**src/rtl/int_pkg.sv**
```systemverilog
// int_pkg: shared constants and the source-vector type for the interrupt controller.
// Sources 0 and 1 are internal exceptions; sources 7..2 are external request lines.
package int_pkg;

   localparam int NUM_SRC   = 8;
   localparam int EXC_ALU   = 0;
   localparam int EXC_STACK = 1;

   // One bit per interrupt source; used for every one-hot source vector.
   typedef logic [NUM_SRC-1:0] src_vec_t;

   localparam src_vec_t MASK_RST = 8'h03;

   // Exception sources: never captured from irq_in, always unmasked.
   localparam src_vec_t EXC_BITS = src_vec_t'((1 << EXC_ALU) | (1 << EXC_STACK));

endpackage

```
**src/rtl/int_ctrl_lowbit_iso.sv**
```systemverilog
// lowbit_iso: isolates the lowest set bit of an 8-bit vector (one-hot out, 0 if none).
// Lowest index means highest priority throughout the controller.
module lowbit_iso
   import int_pkg::*;
(
   input  src_vec_t vec,
   output src_vec_t one_hot
);

   // Two's-complement trick: vec & -vec keeps only the lowest set bit.
   always_comb begin
      one_hot = vec & (~vec + src_vec_t'(1));
   end

endmodule

```
**src/rtl/int_ctrl.sv**
```systemverilog
// int_ctrl: small priority interrupt controller with pending, in-service and mask registers.
// Build option: define INT_CTRL_EDGE_EN for rising-edge capture of irq_in;
// otherwise requests are captured level-sensitively on every cycle they are high.
// s_calli/s_reti are single-cycle strobes from the control unit, not a handshake;
// only their lowest set bit is honoured.
module int_ctrl
   import int_pkg::*;
(
   input  logic       clk,
   input  logic       reset,
   input  logic [7:0] irq_in,
   input  logic       mask_we,
   input  logic [7:0] mask_data,
   input  logic [7:0] s_calli,
   input  logic [7:0] s_reti,
   output logic [7:0] min_bit_s,
   output logic [7:0] min_bit_a,
   output logic       irq_pending,
   output logic [7:0] mask_q,
   output logic       nest_err
);

   src_vec_t pending;
   src_vec_t in_service;
   src_vec_t mask;
   src_vec_t call_k;
   src_vec_t ret_k;
   src_vec_t capture;
   src_vec_t pending_next;
   src_vec_t in_service_next;
   logic     nest_hit;

   lowbit_iso u_iso_s    (.vec(pending & mask), .one_hot(min_bit_s));
   lowbit_iso u_iso_a    (.vec(in_service),     .one_hot(min_bit_a));
   lowbit_iso u_iso_call (.vec(s_calli),        .one_hot(call_k));
   lowbit_iso u_iso_ret  (.vec(s_reti),         .one_hot(ret_k));

`ifdef INT_CTRL_EDGE_EN
   src_vec_t irq_q;

   // Edge-detect history for the external request lines.
   always_ff @(posedge clk) begin
      if (reset) irq_q <= '0;
      else       irq_q <= irq_in;
   end

   // A held-high line triggers once; it does not re-pend after being called.
   always_comb begin
      capture = irq_in & ~irq_q & ~EXC_BITS;
   end
`else
   // Level capture: a held line re-pends every cycle, even right after a call.
   always_comb begin
      capture = irq_in & ~EXC_BITS;
   end
`endif

   // Next-state for pending and in_service; capture beats a call clear, a call beats a return.
   always_comb begin
      nest_hit        = |(call_k & in_service);
      pending_next    = ((pending & ~call_k) | capture) & ~EXC_BITS;
      in_service_next = (in_service & ~(ret_k & ~call_k)) | call_k;
   end

   // State registers; reset overrides every concurrent update.
   always_ff @(posedge clk) begin
      if (reset) begin
         pending    <= '0;
         in_service <= '0;
         mask       <= MASK_RST;
         nest_err   <= 1'b0;
      end else begin
         pending    <= pending_next;
         in_service <= in_service_next;
         if (mask_we) mask <= mask_data | EXC_BITS;
         if (nest_hit) nest_err <= 1'b1;
      end
   end

   // Status outputs.
   always_comb begin
      irq_pending = |min_bit_s;
      mask_q      = mask;
   end

endmodule
```
**config.mk**
```make
export PLATFORM = sky130hd
export DESIGN_NAME = int_ctrl
export DESIGN_NICKNAME = d
export VERILOG_FILES = /design/src/rtl/int_pkg.sv /design/src/rtl/int_ctrl_lowbit_iso.sv /design/src/rtl/int_ctrl.sv
export SDC_FILE = /design/constraint.sdc
export NUM_CORES = 1
export LEC_CHECK = 0
export ABC_AREA = 1
export BUFFER_PORTS_ARGS = -buffer_cell sky130_fd_sc_hd__buf_2
export CAP_MARGIN = 25
export CORE_ASPECT_RATIO = 0.7
export CORE_MARGIN = 2
export CORE_UTILIZATION = 46
export DETAILED_ROUTE_END_ITERATION = 6
export GPL_ROUTABILITY_DRIVEN = 0
export MAX_ROUTING_LAYER = met4
export PLACE_DENSITY = 0.93
export SLEW_MARGIN = 20
export SYNTH_ARGS = -nofsm -noshare
export SYNTH_HDL_FRONTEND = slang
export SYNTH_SLANG_ARGS = --single-unit
```
**constraint.sdc**
```tcl
create_clock -name clk -period 2.37 [get_ports clk]
set_input_delay 0.3555 -clock clk [delete_from_list [all_inputs] [get_ports clk]]
set_output_delay 0.3555 -clock clk [all_outputs]
set_load 0.02 [all_outputs]
```
* Yosys cells after proc, flatten, opt, wreduce, memory -nomap -nowiden
Index checks and enable logic that the tools add are counted.
** Storage, ports and cells
- Output and inout port bits :: 26
- Flip-flop bits (word level) :: 23
- Word-level logic and storage cells :: 28
- Input bits :: 35
** Cells by class
- Reductions and logical operators :: 2
- Bitwise logic cells :: 17
- Add/subtract/negate cells :: 4
** Operators by type and width (count)
- $and 8x8->8 :: 9
- $not 8->8 :: 6
- $add 8x1->8 const B :: 4
- $or 8x8->8 :: 2
- $reduce_or 8->1 :: 2

* Logic depth before layout (Yosys ltp)
- Word-level depth :: 8
- Depth in mapped cells :: 7
- Depth with buffers taken out :: 7

* Hierarchy
A second synthesis with hierarchy kept.
** Unflattened totals
- Cell total of the unflattened synthesis :: 200
- Area total of the unflattened synthesis :: 1204.9 um^2
** Modules (own cells, without submodules)
- int_ctrl :: seq. area each 420.4 um^2, instances 1, cells each 120, area each 839.6 um^2
- lowbit_iso :: seq. area each 0.0 um^2, instances 4, cells each 20, area each 91.3 um^2

* Least setup slack after synthesis
OpenSTA, ideal clock, no wires.
- Path type :: register to output
- From :: register mask[3], in the netlist mask_q[3]
- To :: output port min_bit_s[6]
- Data required time :: 2.014 ns
- Arrival time :: 1.482 ns
- Path slack :: 0.532 ns
- Stages on the path, launching flop included :: 7
- Path buffers :: 0
- Cells stage by stage :: dfxtp_1 -> nand2_1 -> nand2_1 -> inv_1 -> nand2_1 -> nor2_1 -> nor4_1
** Between the ends
- Cells in the longest elaborated chain, start to end :: 4
** Ends and longest elaborated chain
- from (decl) :: RTL line int_ctrl.sv:25 : src_vec_t mask;
- from (signal assigned) :: RTL line int_ctrl.sv:75 : if (mask_we) mask <= mask_data | EXC_BITS;
- $and 8x8->8 :: RTL line int_ctrl.sv:33 : lowbit_iso u_iso_s (.vec(pending & mask), .one_hot(min_bit_s));
- $not 8->8 :: RTL line int_ctrl_lowbit_iso.sv:12 : one_hot = vec & (~vec + src_vec_t'(1));
- $add 8x1->8 :: RTL line int_ctrl_lowbit_iso.sv:12
- $and 8x8->8 :: RTL line int_ctrl_lowbit_iso.sv:12
- to (decl) :: RTL line int_ctrl.sv:16 : output logic [7:0] min_bit_s,
No other way between the ends.

* Worst setup path after layout
- From :: register in_service[1]
- To :: output port min_bit_a[7]
** Between the ends
- Cells in the longest elaborated chain, start to end :: 3
** Ends and longest elaborated chain
- from (decl) :: RTL line int_ctrl.sv:24 : src_vec_t in_service;
- from (signal assigned) :: RTL line int_ctrl.sv:74 : in_service <= in_service_next;
- $not 8->8 :: RTL line int_ctrl_lowbit_iso.sv:12
- $add 8x1->8 :: RTL line int_ctrl_lowbit_iso.sv:12
- $and 8x8->8 :: RTL line int_ctrl_lowbit_iso.sv:12
- to (decl) :: RTL line int_ctrl.sv:17 : output logic [7:0] min_bit_a,
No other way between the ends.

==> results.yml <==
status:
  status: "complete, no violations"
setup_path:
  r2r-end: "nest_err$_SDFFE_PP0P_"
  ff2ff_setup_slack_ns: 1.42
  crit_path_cell_trace: "or2_1 > nor2_1 > nand2_1 > nor3_1 > buf_2"
  worstSetupStartpoint: "in_service[1]$_SDFF_PP0_"
  endpoint: "min_bit_a[7]"
  path_max_fanout: 4
  slowest_delay_ns: 0.35
  crit_arrival_ns: 1.47
  path_class: "flop to primary output"
  r2r-start: "in_service[0]$_SDFF_PP0_"
  reg2regPathDepth: 4
  worst_path_max_delay_cell: "dfxtp_1"
  startpoint_type: "flop"
  crit_required_ns: 2.01
  cp-end-kind: "primary output"
cts:
  cts_setup_buffers: 0
  cts_made_buffers: 3
  cts_root_buf: "clkbuf_4"
  ctsHtreeMaxLevel: 1
  cts.sinks: 21
  clockBufferDepth: 2
  path_clk_slew_ns: 0.11
  hold_buffers: 0
  clk_latency_ns: 0.30
  cts_tree: "built"
  ctsResizeCount: 0
run:
  max_cap_viol_count: 0
sta:
  fin_skew_ns: 0.00401
  hold_viol: 0
  slew_violations: 0
  fin_ws_ns: 0.545
  setup_viol: 0
  rsz0062_at_grt: "false"
  period_needed_ns: 1.82
  fin_tns_setup_ns: 0
  fmax_mhz: 548
  fin_hold_ws_ns: 0.247
  period_share_pct: 77.0
logic_synthesis:
  avgSynthCellArea_sq_um: 6.51
  netlist-cell-type-count: 22
  yosys.area.top_type: "dfxtp_1"
  synth.area.top_cells: "dfxtp_1 39%, nand2_1 15%, a21oi_1 9.8%"
  syn_inst: 164
  yosysSeqAreaShare_pct: 39.4
  synth_top_area_share_pct: 39.4
  netlist_area_sq_um: 1070
  synth_warnings: 0
  synth_seq_cells: 21
routing:
  vias: 1150
  vias_per_cell: 4.66
  drtIter0Drc: 58
  drtPass1Iterations: 4
  postRouteAntennaNets: 0
  routed_wl_um: 2420
  wire_per_inst_um: 9.81
  drc: 0
cells_and_area:
  multi_input_area_sq_um: 527
  fillers: 231
  post-route-util_pct: 62.4
  drive_gt1_share_pct: 28.8
  layout_commonest_cell: "buf_2"
  final_nets: 251
  most-common-layout-cells: "52 x buf_2, 43 x nand2_1, 23 x nor2_1"
  regArea_sq_um: 420
  diodes: 0
  layout-area-overhead-vs-synth_pct: 27.1
  fin_area_sq_um: 1360
global_routing:
  grt_pass1_vias: 892
  grt_pass1_wl_um: 3700
  antenna_found_initial: 0
  grt-ovfl-total: 0
  grt_start_max_net_pins: 22
  grt_usage_pct: 18.7
place:
  portBuffers: 52
  dp_slack_ns: 0.897
  placed_area_sq_um: 1330
  hpwl_um: 1960
floorplan:
  row_count: 14
  initial_core_util_pct: 49.1
  die_w_um: 61.6
  die_y_um: 44.3
  ioPinCount: 61
  floorplan.die_area_sq_um: 2730
  core_area_sq_um: 2170
hold_path:
  min_path_type: "input port to flop"
  hold_start: "irq_in[7]"
power_and_ir_drop:
  p_leak_nw: 0.709
  ir_drop_mv: 0.382
  p_per_area_nw_per_um2: 513
==> flip-flops by register name (all words and copies together) (netlist names) <==
| name | count |
|---|---|
| in_service | 8 |
| mask_q | 6 |
| nest_err | 1 |
| pending | 6 |
==> area by class of cell <==
| type | count | area share [%] |
|---|---|---|
| clock buffers | 4 | 1.94 |
| inverters | 22 | 6.09 |
| multi-input cells | 116 | 38.8 |
| flip-flops and latches | 21 | 31.0 |
| well taps | 32 | 2.95 |
| repair buffers | 52 | 19.2 |
==> report_power, final <==
group | switching (mW) | internal [mW] | leakage, nW | total, mW
clock | 0.106 | 0.0657 | 0.0150 | 0.172
combinational | 0.0880 | 0.0523 | 0.521 | 0.140
sequential | 0.0118 | 0.372 | 0.173 | 0.384
==> worst max-delay path, delay by kind of cell (launching register included) <==
kind | cells | cell delay (ns)
buffers and inverters | 1 | 0.19
and+or+nand+nor | 4 | 0.64
DFF | 1 | 0.35
==> metrics by stage <==
| stage | instances | total power, mW |
|---|---|---|
| 6_report | 247 | 0.696 |
| 5_1_grt | 247 | 0.739 |
| 4_1_cts | 247 | 0.705 |
| 3_5_place_dp | 243 | 0.532 |
| 3_3_place_gp | 243 | 0.529 |
| 2_1_floorplan | 166 | 0.481 |
==> kinds of logic after synthesis <==
group / count (synthesis) / synth area share (%)
flip-flops: 21 / 39.4
AO/OA/AOI/OAI: 26 / 12.9
other: 2 / 0.704
buffers and inverters: 29 / 12.0
AND/OR/NAND/NOR: 86 / 35.1
==> cell usage after synthesis <==
cell	count
o21ai_0	2
nand3_1	3
nand2_1	43
inv_2	1
nand2_2	1
clkbuf_1	2
dfxtp_1	21
nor2_4	1
nor2_2	2
nor2_1	23
or2_1	1
conb_1	2
nor3_1	6
a211oi_1	1
nor4_1	1
inv_1	21
a21oi_1	21
o21bai_1	1
nand3_2	2
o31ai_1	1
nand4_1	3
buf_4	5
==> routing by layer <==
metal / track usage, % / up-vias / wire length, um
met2: 26.9 / 40 / 1020
met3: 5.26 / 0 / 187
met5: - / - / 0
li1: - / 613 / -
met1: 26.7 / 497 / 1210
met4: 2.55 / 0 / 0
==> how the worst min path moves through the flow <==
stage | end | slack [ns] | depth (start not counted)
floorplan | mask_q[7]$_SDFFE_PP0P_ | 0.43 | 1
global placement | in_service[3]$_SDFF_PP0_ | 0.47 | 2
detailed placement | in_service[3]$_SDFF_PP0_ | 0.47 | 2
CTS | pending[2]$_SDFF_PP0_ | 0.24 | 3
global route | pending[3]$_SDFF_PP0_ | 0.25 | 3
finish | pending[7]$_SDFF_PP0_ | 0.25 | 3
No activity file was read; power rests on OpenSTA's default activity.
